[src/rtl/pipeline_ctrl_if.sv]
// pipeline_ctrl_if: hazard/cache/branch/halt inputs and per-stage enable/flush outputs of pipeline_ctrl.
interface pipeline_ctrl_if #(parameter int CNT_W = 32);
  logic forward_stall_i;
  logic icache_stall_i;
  logic dcache_stall_i;
  logic branch_flush_i;
  logic halt_i;
  logic PC_we_o;
  logic IF_ID_we_o;
  logic IF_ID_flush_o;
  logic ID_EX_we_o;
  logic ID_EX_bubble_o;
  logic EX_ME_we_o;
  logic ME_WB_we_o;
  logic done_o;
  logic [CNT_W-1:0] cyc_cnt_o;
  logic [CNT_W-1:0] stall_cnt_o;
  logic [CNT_W-1:0] flush_cnt_o;
  modport master (
    output forward_stall_i, icache_stall_i, dcache_stall_i, branch_flush_i, halt_i,
    input  PC_we_o, IF_ID_we_o, IF_ID_flush_o, ID_EX_we_o, ID_EX_bubble_o, EX_ME_we_o,
    input  ME_WB_we_o, done_o, cyc_cnt_o, stall_cnt_o, flush_cnt_o
  );
  modport slave (
    input  forward_stall_i, icache_stall_i, dcache_stall_i, branch_flush_i, halt_i,
    output PC_we_o, IF_ID_we_o, IF_ID_flush_o, ID_EX_we_o, ID_EX_bubble_o, EX_ME_we_o,
    output ME_WB_we_o, done_o, cyc_cnt_o, stall_cnt_o, flush_cnt_o
  );
endinterface

[src/rtl/pipeline_ctrl.sv]
// pipeline_ctrl: stall/flush sequencer (BOOT->RUN->DRAIN->HALT) with saturating perf counters.
module pipeline_ctrl #(
  parameter int BOOT_CYC  = 2,
  parameter int DRAIN_CYC = 4,
  parameter int CNT_W     = 32
) (
  input logic clk,
  input logic rst,
  pipeline_ctrl_if.slave bus
);
  localparam int MAXC = (BOOT_CYC > DRAIN_CYC) ? BOOT_CYC : DRAIN_CYC;
  localparam int CW   = $clog2(MAXC + 1);
  typedef enum logic [1:0] {BOOT, RUN, DRAIN, HALT} state_e;
  state_e state_q, state_d;
  logic [CW-1:0] cnt_q, cnt_d;
  logic [CNT_W-1:0] cyc_q, stall_q, flush_q;
  logic freeze, hazard, flush, halt_go, active, stall_ev, flush_ev;
  logic pc_we, ifid_we, ifid_fl, idex_we, bub, exme_we, mewb_we;
  assign freeze   = bus.icache_stall_i | bus.dcache_stall_i;
  assign hazard   = bus.forward_stall_i & ~freeze;
  assign flush    = bus.branch_flush_i & ~freeze & ~bus.forward_stall_i;
  assign halt_go  = bus.halt_i & ~freeze & ~bus.forward_stall_i & ~bus.branch_flush_i;
  assign active   = (state_q == RUN) || (state_q == DRAIN);
  assign stall_ev = active & (freeze | ((state_q == RUN) & hazard));
  assign flush_ev = (state_q == RUN) & flush;
  // cnt_q counts boot cycles up in BOOT and remaining drain cycles down in DRAIN
  always_comb begin
    state_d = state_q;
    cnt_d   = cnt_q;
    pc_we   = 1'b0;
    ifid_we = 1'b0;
    ifid_fl = 1'b0;
    idex_we = 1'b0;
    bub     = 1'b0;
    exme_we = 1'b0;
    mewb_we = 1'b0;
    case (state_q)
      BOOT: begin
        {ifid_we, ifid_fl, idex_we, bub, exme_we, mewb_we} = '1;
        cnt_d   = (cnt_q == CW'(BOOT_CYC - 1)) ? '0 : cnt_q + 1'b1;
        state_d = (cnt_q == CW'(BOOT_CYC - 1)) ? RUN : BOOT;
      end
      RUN: if (!freeze) begin
        {idex_we, exme_we, mewb_we} = '1;
        ifid_we = ~hazard;
        bub     = hazard;
        ifid_fl = flush;
        pc_we   = ~hazard & ~halt_go;
        state_d = halt_go ? DRAIN : RUN;
        cnt_d   = halt_go ? CW'(DRAIN_CYC) : cnt_q;
      end
      DRAIN: if (!freeze) begin
        {ifid_we, ifid_fl, idex_we, exme_we, mewb_we} = '1;
        cnt_d   = cnt_q - 1'b1;
        state_d = (cnt_q == CW'(1)) ? HALT : DRAIN;
      end
      default: ;
    endcase
  end
  always_ff @(posedge clk) begin
    if (rst) begin
      state_q <= BOOT;
      cnt_q   <= '0;
      cyc_q   <= '0;
      stall_q <= '0;
      flush_q <= '0;
    end else begin
      state_q <= state_d;
      cnt_q   <= cnt_d;
      cyc_q   <= (active & ~&cyc_q) ? cyc_q + 1'b1 : cyc_q;
      stall_q <= (stall_ev & ~&stall_q) ? stall_q + 1'b1 : stall_q;
      flush_q <= (flush_ev & ~&flush_q) ? flush_q + 1'b1 : flush_q;
    end
  end
  assign bus.PC_we_o        = pc_we;
  assign bus.IF_ID_we_o     = ifid_we;
  assign bus.IF_ID_flush_o  = ifid_fl;
  assign bus.ID_EX_we_o     = idex_we;
  assign bus.ID_EX_bubble_o = bub;
  assign bus.EX_ME_we_o     = exme_we;
  assign bus.ME_WB_we_o     = mewb_we;
  assign bus.done_o         = (state_q == HALT);
  assign bus.cyc_cnt_o      = cyc_q;
  assign bus.stall_cnt_o    = stall_q;
  assign bus.flush_cnt_o    = flush_q;
endmodule

[src/flat_wrapper.sv]
// flat-port wrapper written by rule: the top's interface ports become plain ports
module pipeline_ctrl_flat 
#(
  parameter int BOOT_CYC  = 2,
  parameter int DRAIN_CYC = 4,
  parameter int CNT_W     = 32
)
  (clk, rst, bus_forward_stall_i, bus_icache_stall_i, bus_dcache_stall_i, bus_branch_flush_i, bus_halt_i, bus_PC_we_o, bus_IF_ID_we_o, bus_IF_ID_flush_o, bus_ID_EX_we_o, bus_ID_EX_bubble_o, bus_EX_ME_we_o, bus_ME_WB_we_o, bus_done_o, bus_cyc_cnt_o, bus_stall_cnt_o, bus_flush_cnt_o);
  pipeline_ctrl_if #(.CNT_W(CNT_W)) bus_i ();
  input logic clk;
  input logic rst;
  input wire logic [$bits(bus_i.forward_stall_i)-1:0] bus_forward_stall_i;
  input wire logic [$bits(bus_i.icache_stall_i)-1:0] bus_icache_stall_i;
  input wire logic [$bits(bus_i.dcache_stall_i)-1:0] bus_dcache_stall_i;
  input wire logic [$bits(bus_i.branch_flush_i)-1:0] bus_branch_flush_i;
  input wire logic [$bits(bus_i.halt_i)-1:0] bus_halt_i;
  output wire logic [$bits(bus_i.PC_we_o)-1:0] bus_PC_we_o;
  output wire logic [$bits(bus_i.IF_ID_we_o)-1:0] bus_IF_ID_we_o;
  output wire logic [$bits(bus_i.IF_ID_flush_o)-1:0] bus_IF_ID_flush_o;
  output wire logic [$bits(bus_i.ID_EX_we_o)-1:0] bus_ID_EX_we_o;
  output wire logic [$bits(bus_i.ID_EX_bubble_o)-1:0] bus_ID_EX_bubble_o;
  output wire logic [$bits(bus_i.EX_ME_we_o)-1:0] bus_EX_ME_we_o;
  output wire logic [$bits(bus_i.ME_WB_we_o)-1:0] bus_ME_WB_we_o;
  output wire logic [$bits(bus_i.done_o)-1:0] bus_done_o;
  output wire logic [$bits(bus_i.cyc_cnt_o)-1:0] bus_cyc_cnt_o;
  output wire logic [$bits(bus_i.stall_cnt_o)-1:0] bus_stall_cnt_o;
  output wire logic [$bits(bus_i.flush_cnt_o)-1:0] bus_flush_cnt_o;
  assign bus_i.forward_stall_i = bus_forward_stall_i;
  assign bus_i.icache_stall_i = bus_icache_stall_i;
  assign bus_i.dcache_stall_i = bus_dcache_stall_i;
  assign bus_i.branch_flush_i = bus_branch_flush_i;
  assign bus_i.halt_i = bus_halt_i;
  assign bus_PC_we_o = bus_i.PC_we_o;
  assign bus_IF_ID_we_o = bus_i.IF_ID_we_o;
  assign bus_IF_ID_flush_o = bus_i.IF_ID_flush_o;
  assign bus_ID_EX_we_o = bus_i.ID_EX_we_o;
  assign bus_ID_EX_bubble_o = bus_i.ID_EX_bubble_o;
  assign bus_EX_ME_we_o = bus_i.EX_ME_we_o;
  assign bus_ME_WB_we_o = bus_i.ME_WB_we_o;
  assign bus_done_o = bus_i.done_o;
  assign bus_cyc_cnt_o = bus_i.cyc_cnt_o;
  assign bus_stall_cnt_o = bus_i.stall_cnt_o;
  assign bus_flush_cnt_o = bus_i.flush_cnt_o;
  pipeline_ctrl #(.BOOT_CYC(BOOT_CYC), .DRAIN_CYC(DRAIN_CYC), .CNT_W(CNT_W)) u_core (.clk(clk), .rst(rst), .bus(bus_i));
endmodule
[config.mk]
export PLATFORM = sky130hd
export DESIGN_NAME = pipeline_ctrl_flat
export DESIGN_NICKNAME = d
export VERILOG_FILES = /design/src/rtl/pipeline_ctrl_if.sv /design/src/rtl/pipeline_ctrl.sv /design/src/flat_wrapper.sv
export SDC_FILE = /design/constraint.sdc
export NUM_CORES = 1
export LEC_CHECK = 0
export BUFFER_PORTS_ARGS = -buffer_cell sky130_fd_sc_hd__buf_2
export CORE_UTILIZATION = 50
export DETAILED_ROUTE_END_ITERATION = 8
export PLACE_DENSITY_LB_ADDON = 0.12
export SYNTH_ARGS = -nofsm -noshare
export SYNTH_HDL_FRONTEND = slang
export SYNTH_SLANG_ARGS = --single-unit
export TNS_END_PERCENT = 50
[constraint.sdc]
create_clock -name clk -period 5.2 [get_ports clk]
set_input_delay 0.78 -clock clk [delete_from_list [all_inputs] [get_ports clk]]
set_output_delay 0.78 -clock clk [all_outputs]
set_load 0.02 [all_outputs]
After elaboration in Yosys (flattened, before gate mapping)

Cells that the tools add are included.
W data, S select, Z words.

Bits of input ports: 7
Register bits: 101
Output and inout bits: 104
Word-level logic and storage cells: 70

Eq/ne operators: 7
Multiplexer cells: 21
Bitwise operators: 20
Reductions and logical operators: 12
Add/subtract/negate cells: 5

Operators with widths:

| operator                | number |
|---|---|
| $add A32 B1 Y32 const B | 3 |
| $reduce_and A32 Y1      | 3 |
| $and A1 B1 Y1           | 13 |
| $mux W3                 | 4 |
| $pmux W3 S3             | 1 |
| $mux W1                 | 8 |
| $mux W2                 | 3 |
| $pmux W1 S3             | 2 |
| $pmux W2 S3             | 1 |
| $not A1 Y1              | 5 |
| $eq A2 B2 Y1 const B    | 2 |
| $ne A2 B2 Y1 const B    | 2 |
| $pmux W1 S2             | 2 |
| $reduce_and A4 Y1       | 1 |
| $add A3 B1 Y3 const B   | 1 |
| $eq A3 B1 Y1 const B    | 1 |
| $logic_not A1 Y1        | 3 |
| $reduce_and A3 Y1       | 1 |
| $reduce_bool A3 Y1      | 1 |
| $sub A3 B1 Y3 const B   | 1 |
| $eq A2 B1 Y1 const B    | 1 |
| $logic_not A2 Y1        | 1 |
| $ne A2 B1 Y1 const B    | 1 |
| $or A1 B1 Y1            | 2 |
| 2 further kinds         | 2 |

Logic depth before layout (Yosys ltp)

Gate-level depths: netlist of the first run.

Word-level depth: 9
Mapped depth: 9
Depth with buffers taken out: 7

Worst setup path before layout of the first run

No wires, ideal clock.

Path type: input port to output port
From: input bus_dcache_stall_i
To: output bus_ID_EX_we_o
Stages: 4
Buffers on the path: 1
Required time: 4.420 ns
Arrival: 1.851 ns
Slack: 2.569 ns
Path through: nor2_1 > a21oi_1 > nor2_1 > buf_4

Cells in the longest elaborated chain, start to end: 3

Ends and longest elaborated chain:

| item            | line                | RTL |
|---|---|---|
| start, declared | flat_wrapper.sv:14  | `input wire logic [$bits(bus_i.dcache_stall_i)-1:0] bus_dcache_stall_i;` |
| $or A1 B1 Y1    | pipeline_ctrl.sv:19 | `assign freeze = bus.icache_stall_i \| bus.dcache_stall_i;` |
| $mux W1         | -                   |  |
| $pmux W1 S2     | -                   |  |
| end, declared   | flat_wrapper.sv:20  | `output wire logic [$bits(bus_i.ID_EX_we_o)-1:0] bus_ID_EX_we_o;` |

No other way between the ends.

Worst setup path after layout of the first run

From: register u_core.state_q[0]
To: register u_core.stall_q[29], in the netlist u_core.bus.stall_cnt_o[29]

Cells in the longest elaborated chain, start to end: 5
Elaborated cells between the ends (all ways): 7
Those cells by class: eq/ne: 2; bitwise: 4; reduce/logical: 1

Ends and longest elaborated chain:

| item                   | line                                     | RTL |
|---|---|---|
| start, declared        | pipeline_ctrl.sv:14                      | `state_e state_q, state_d;` |
| start signal, assigned | pipeline_ctrl.sv:68                      | `state_q <= state_d;` |
| $eq A2 B1 Y1           | pipeline_ctrl.sv:23, pipeline_ctrl.sv:24 |  |
| $and A1 B1 Y1          | pipeline_ctrl.sv:24                      | `assign stall_ev = active & (freeze \| ((state_q == RUN) & hazard));` |
| $or A1 B1 Y1           | pipeline_ctrl.sv:24                      |  |
| $and A1 B1 Y1 (*)      | pipeline_ctrl.sv:24                      |  |
| $and A1 B1 Y1 (*)      | pipeline_ctrl.sv:71                      | `stall_q <= (stall_ev & ~&stall_q) ? stall_q + 1'b1 : stall_q;` |
| end signal, assigned   | pipeline_ctrl.sv:71                      |  |
| end, declared          | pipeline_ctrl.sv:16                      | `logic [CNT_W-1:0] cyc_q, stall_q, flush_q;` |

Every way passes the cells marked *; elsewhere a longest branch is shown, timed or not.
A chain may end at the register's enable or synchronous reset.

==> impl_results.md, run 1 <==
- Tcrit/Tclk final: 0.581
- Worst slew margin: 0.285
- Die area: 0.0113 mm^2
- Iter 0 DRT Violations: 292
- Delay-heaviest family, CP: compound AO/OA/AOI/OAI gates
- Via density per instance: 6.02
- Starting density of the core: 0.521
- Vias in the first global route: 4,826
- Synth Flop Type: dfxtp_1
- Hold Crit Class: flop to flop
- R2R setup slack: 2.18 ns
- Commonest non-fill, non-tap cell in the layout: buf_2
- First-pass GRT wire length: 22,800 um
- Yosys cell types: 57
- Mapped Nets: 694
- Post-synthesis sequential area ratio: 0.372
- Worst-Skew Late Latency: 0.38 ns
- Synth warn: 0
- CTS tree: yes
- PortBufs: 110
- DRC: 0
- Routed WL per cell: 15.1 um
- Worst-path fanout max: 17
- Num rows: 37
- Seq. cell area: 0.00202 mm^2
- CP max-delay cell: a2111oi_4
- NumNets Final: 790
- R2R Path Start: u_core.state_q[0]
- Cell Pwr Density: 266 mW/mm^2
- Leakage: 0.00233 uW
- DPL Wire Length: 9710 um
- Critical Path Start: u_core.state_q[0]
- Num CTS Buffers: 9
- Die Height: 106 um
- Sink Count: 101
- H-tree depth: 3
- Avg Synthesized Cell Area: 8.03 um^2
- Antenna diodes: 0
- Status: completed
- Min-delay src: u_core.bus.stall_cnt_o[7]
- Number of max-cap violations: 0
- Setup TNS: 0 ns
- Mapped cell area: 0.00543 mm^2
- Minimum clock period: 3.02 ns
- Gr ovfl total: 0
- Resized Gates After CTS: 0
- Number of synthesized flops with an enable pin: 0
- Layout fillers: 991
- Total wire length: 13,800 um
- Syn-to-layout area delta: 15.9%
- Worst path cell trace: inv_1, ha_1, inv_1, a2111oi_4, nand3b_4, or4_1, a21oi_1
- DRT Pass-1 Iters: 5
- Most frequent cells in the layout: buf_2 (109), dfxtp_1 (101), a21oi_1 (77)
- # setup viols final: 0
- Multi-input gate area: 0.00321 mm^2
- Worst path most repeated cell: inv_1
- Cts hold-fix bufs: 0
- CP peak stage delay: 0.68 ns
- Largest net degree at the start of global routing: 60
- CTS Root Buffer Type: clkbuf_8
- Clk slew on worst S/H paths: 0.10 ns
- Synth async-reset ratio: 0
- Worst setup margin: 2.18 ns
- I/O Pins: 111
- Share of layout cells above drive strength 1: 0.198
- Critical path arrival: 3.33 ns
- Total GRT Usage: 0.247
- Die X: 106 um
- Vias after detailed routing: 5,499
- Worst path required time: 5.50 ns
- RSZ-0062 raised after global routing: no
- Worst setup EP type: flop
- Post CTS Setup Buffer Count: 0
- Placer Congestion: 0.839
- DP Worst Slack: 2.19 ns
- Crit Path Class: flop to flop
- Cells after synthesis: 676
- Crit path launch type: flop
- Flip-flop and latch count after synthesis: 101
- Clock Path Buffers: 2
- Final max-slew violation count: 0
- Initial antenna violation count: 0
- Max Clk Rate: 331 MHz
- Buf+Inv Stages, Crit Path: 2
- Core area: 0.0104 mm^2
- VDD IR-drop max: 0.000165 V
- Count of final hold-check violations: 0
- Worst-Margin Slew: 1.06 ns
- Remaining antenna violation count: 0
- Clk_skew: 0.00960 ns
## cells by family after synthesis
kind of cell    after synthesis  share of synthesized area
simple gates                309                      0.322
fa+ha+maj                    11                     0.0254
xor+xnor                     14                     0.0226
compound gates              176                      0.191
mux                          15                     0.0297
flops                       101                      0.372
buf+inv                      50                     0.0371
## report_power, final
part	internal, uW	leakage, uW	switching (uW)
clock network	333	0.000121	277
logic	88.3	0.00139	166
registers	789	0.000814	21.0
total	1210	0.00233	464
## path summary, 6_finish.rpt
kind	endpoint	cells after the start
worst max-delay path	u_core.bus.stall_cnt_o[29]	7
worst min-delay path	u_core.bus.stall_cnt_o[7]	2
worst max register to register	u_core.bus.stall_cnt_o[29]	7
worst min register to register	u_core.bus.stall_cnt_o[7]	2
## registers in the layout, summed over array words and instances (netlist names)
register	count
u_core.bus.stall_cnt_o	32
u_core.cnt_q	3
u_core.state_q	2
u_core.bus.cyc_cnt_o	32
u_core.bus.flush_cnt_o	32
## Yosys cell counts, types with 3 or more instances
cell type,n,area share
xnor2_1,11,0.018
a2111oi_0,3,0.0048
a21oi_1,77,0.071
o31ai_1,13,0.018
or4_1,13,0.018
nor2b_1,12,0.014
o21ai_0,56,0.052
nor4_1,7,0.0081
nor4b_1,3,0.0048
clkbuf_1,19,0.013
buf_2,5,0.0046
mux2i_1,6,0.011
inv_1,23,0.016
and4_1,12,0.019
ha_1,11,0.025
nand4_1,24,0.028
and3_1,10,0.012
a31o_2,4,0.0065
mux2_2,9,0.019
nor2_1,54,0.037
or3_1,55,0.063
and2_1,3,0.0035
nor3_1,13,0.012
dfxtp_1,101,0.37
nand2_1,56,0.039
a211oi_1,5,0.0069
xor2_1,3,0.0048
nand3_1,30,0.028
## through the flow
| stage | util | power (uW) | cells | cell area [um^2] | hold WS, ns |
|---|---|---|---|---|---|
| after floorplan | - | 1020 | 676 | 5430 | 0.471 |
| after global placement | 0.581 | 1070 | 897 | 6050 | 0.484 |
| after detailed placement | 0.581 | 1080 | 897 | 6050 | 0.495 |
| after CTS | 0.604 | 1680 | 913 | 6290 | 0.510 |
| after global routing | 0.604 | 1750 | 913 | 6290 | 0.552 |
| final | 0.604 | 1670 | 913 | 6290 | 0.511 |
## layout make-up
type,instances,share of cell area
tap,136,0.0270
timing repair buffer,112,0.0903
inverter,23,0.0137
clock buffer,12,0.0231
clock inverter,4,0.0151
multi-input combinational,525,0.509
sequential,101,0.321
## worst reg2reg max path: stages, from the launching register on
cell and delay [ns]:
dfxtp_1 0.39, inv_1 0.08, ha_1 0.58, inv_1 0.30
a2111oi_4 0.68, nand3b_4 0.20, or4_1 0.54, a21oi_1 0.17
## routing by layer
| metal | vias up | global-route usage | share of wire |
|---|---|---|---|
| met5 | - | 0 | 0 |
| met1 | 2601 | 0.330 | 0.46 |
| met3 | 14 | 0.0429 | 0.061 |
| li1 | 2706 | - | - |
| met2 | 178 | 0.396 | 0.47 |
| met4 | 0 | 0.0972 | 0.015 |
Note: power is estimated with default switching activity, not from simulation.
==> inputs of run 2 (changes only) <==
- ABC_AREA: not set -> 1
- clock period: 5.2 -> 2.6 ns (I/O delays scaled with it)
==> run 2 against run 1 <==
  * Routed wire length rose by 28%
  * Sequential power increased by 110%
  * Largest power group unchanged
  * Critical path depth increased by 3
  * Area after synthesis grew 28%
  * Critical endpoint is now u_core.bus.cyc_cnt_o[31]
  * Largest cell class unchanged
==> impl_results.md, run 2 <==
- Via density per instance: 5.04
- Mapped Nets: 1,132
- Ranking of synthesized cells by area: dfxtp_1 (29%), nand2_1 (21%), nor2_1 (10%)
- Setup TNS: 0 ns
- Yosys cell types: 36
- Flip-flop and latch count after synthesis: 101
- RSZ-0062 raised after global routing: no
- DRT Pass-1 Iters: 6
- Antenna diodes: 0
- DRC: 0
- Tcrit/Tclk final: 0.885
- Worst slew margin: 0.504
- Resized Gates After CTS: 0
- Most frequent cells in the layout: nand2_1 (398), nor2_1 (194), buf_2 (109)
- Worst-path fanout max: 23
- Minimum clock period: 2.30 ns
- Vias after detailed routing: 7,022
- Most numerous cell in the Yosys netlist: nand2_1
- Worst-Skew Late Latency: 0.35 ns
- Cell Pwr Density: 510 mW/mm^2
- Cells after synthesis: 1,114
- Crit Path Class: flop to flop
- Status: completed
- Internal power: 2600 uW
- Post CTS Setup Buffer Count: 0
- Synth async-reset ratio: 0
- Dominant cell type by area after synthesis: dfxtp_1
- Number of max-cap violations: 0
- Core area: 0.0134 mm^2
- Hold Crit Class: primary input to flop
- Gr ovfl total: 0
- Commonest non-fill, non-tap cell in the layout: nand2_1
- Final max-slew violation count: 0
- Sw Pwr: 1390 uW
- Max Clk Rate: 435 MHz
- Largest net degree at the start of global routing: 39
- First-pass GRT wire length: 29,500 um
- # setup viols final: 0
- Num CTS Buffers: 9
- Critical path arrival: 2.52 ns
- Synth warn: 0
- Worst-Margin Slew: 0.743 ns
- CTS tree: yes
- Initial antenna violation count: 0
- Clk_skew: 0.00538 ns
- Leakage: 0.00301 uW
- Remaining antenna violation count: 0
- Starting density of the core: 0.519
- I/O Pins: 111
- Placer Congestion: 0.934
- Post-synthesis sequential area ratio: 0.291
- Num rows: 42
- VDD IR-drop max: 0.000307 V
- Crit path launch type: flop
- Number of synthesized flops with an enable pin: 0
- PortBufs: 110
- DPL Wire Length: 13,400 um
- Clk slew on worst S/H paths: 0.06 ns
- Worst setup EP type: flop
- Post-synth top cells: nand2_1 (398), nor2_1 (194), dfxtp_1 (101), inv_1 (90), nand3_1 (46)
- Logic pwr share: 0.254
- Die area: 0.0144 mm^2
- Worst path required time: 2.82 ns
- Vias in the first global route: 6,112
- Total wire length: 17,700 um
- Synth Flop Type: dfxtp_1
- Syn-to-layout area delta: 12.4%
- Layout fillers: 1,388
- Total GRT Usage: 0.252
- CTS Root Buffer Type: clkbuf_16
- Share of the synthesized area in the top cell type: 0.291
- H-tree depth: 3
- Reg power frac: 0.421
- Count of final hold-check violations: 0
- Share of layout cells above drive strength 1: 0.189
- Die Height: 120 um
- Die X: 120 um
- Cts hold-fix bufs: 0
- Sink Count: 101
- Routed WL per cell: 12.7 um
- Clk network pwr share: 0.326
- Avg Synthesized Cell Area: 6.25 um^2
- Mapped cell area: 0.00696 mm^2
- NumNets Final: 1,231
- Iter 0 DRT Violations: 485
- Net Sw Frac: 0.348
- Clock Path Buffers: 2
- Post-layout util: 0.584
==> run 2: kinds of logic (layout without fill, tap and decap cells) <==
family / Yosys count / after routing / share of synthesized area
AO/OA/AOI/OAI: 101 / 101 / 0.0976
XOR/XNOR: 45 / 45 / 0.0566
adder cells (fa/ha/maj): 11 / 11 / 0.0198
buffers and inverters: 123 / 226 / 0.0865
flip-flops: 101 / 101 / 0.291
AND/OR/NAND/NOR: 733 / 733 / 0.449
==> run 2: final cells by class <==
class                   instances  area (um^2)  share of cell area
clock buffers                  14          274              0.0350
clock inverters                 1         5.00            0.000640
inverters                      92          348              0.0445
multi-input cells             890         4340               0.554
flip-flops and latches        101         2020               0.258
well taps                     176          220              0.0281
repair buffers                119          621              0.0793
==> run 2: stage by stage <==
step	instance area [um^2]	setup WS (ns)	total power, uW	hold WS, ns	cells
after floorplan	6960	0.340	2670	0.490	1114
after global placement	7550	0.352	2730	0.501	1378
after detailed placement	7550	0.294	2730	0.508	1378
after CTS	7830	0.264	4040	0.481	1393
after global routing	7830	0.0488	4210	0.496	1393
final	7830	0.300	3990	0.487	1393
==> run 2: worst max-delay path, cell delays in order, from the launching register on <==
cell     delay (ns)
dfxtp_1        0.42
ha_1           0.26
inv_1          0.09
nor2_4         0.15
nand2_2        0.11
nor2_4         0.15
nand2_2        0.16
nand2_4        0.20
inv_1          0.35
nand2_1        0.21
a21oi_2        0.06
==> run 2: path summary, 6_finish.rpt <==
path	start	to	slack, ns	cells past startpoint
worst max-delay path	u_core.bus.cyc_cnt_o[0]	u_core.bus.cyc_cnt_o[31]	0.30	10
worst min-delay path	rst	u_core.bus.flush_cnt_o[19]	0.49	2
worst max register to register	u_core.bus.cyc_cnt_o[0]	u_core.bus.cyc_cnt_o[31]	0.30	10
worst min register to register	u_core.bus.flush_cnt_o[31]	u_core.bus.flush_cnt_o[31]	0.52	2
==> run 2: metal layers <==
metal / up-vias / global-route usage / part of all wire
li1: 3677 / - / -
met3: 21 / 0.0456 / 0.046
met1: 3171 / 0.344 / 0.49
met5: - / 0 / 0
met2: 153 / 0.404 / 0.45
met4: 0 / 0.0695 / 0.017
==> run 2: power by group through the flow <==
stage / sequential [uW] / clock [uW] / combinational (uW)
2_1_floorplan: 1740 / 0 / 938
3_3_place_gp: 1710 / 0 / 1020
3_5_place_dp: 1720 / 0 / 1010
4_1_cts: 1680 / 1340 / 1020
5_1_grt: 1690 / 1400 / 1120
6_report: 1680 / 1300 / 1010
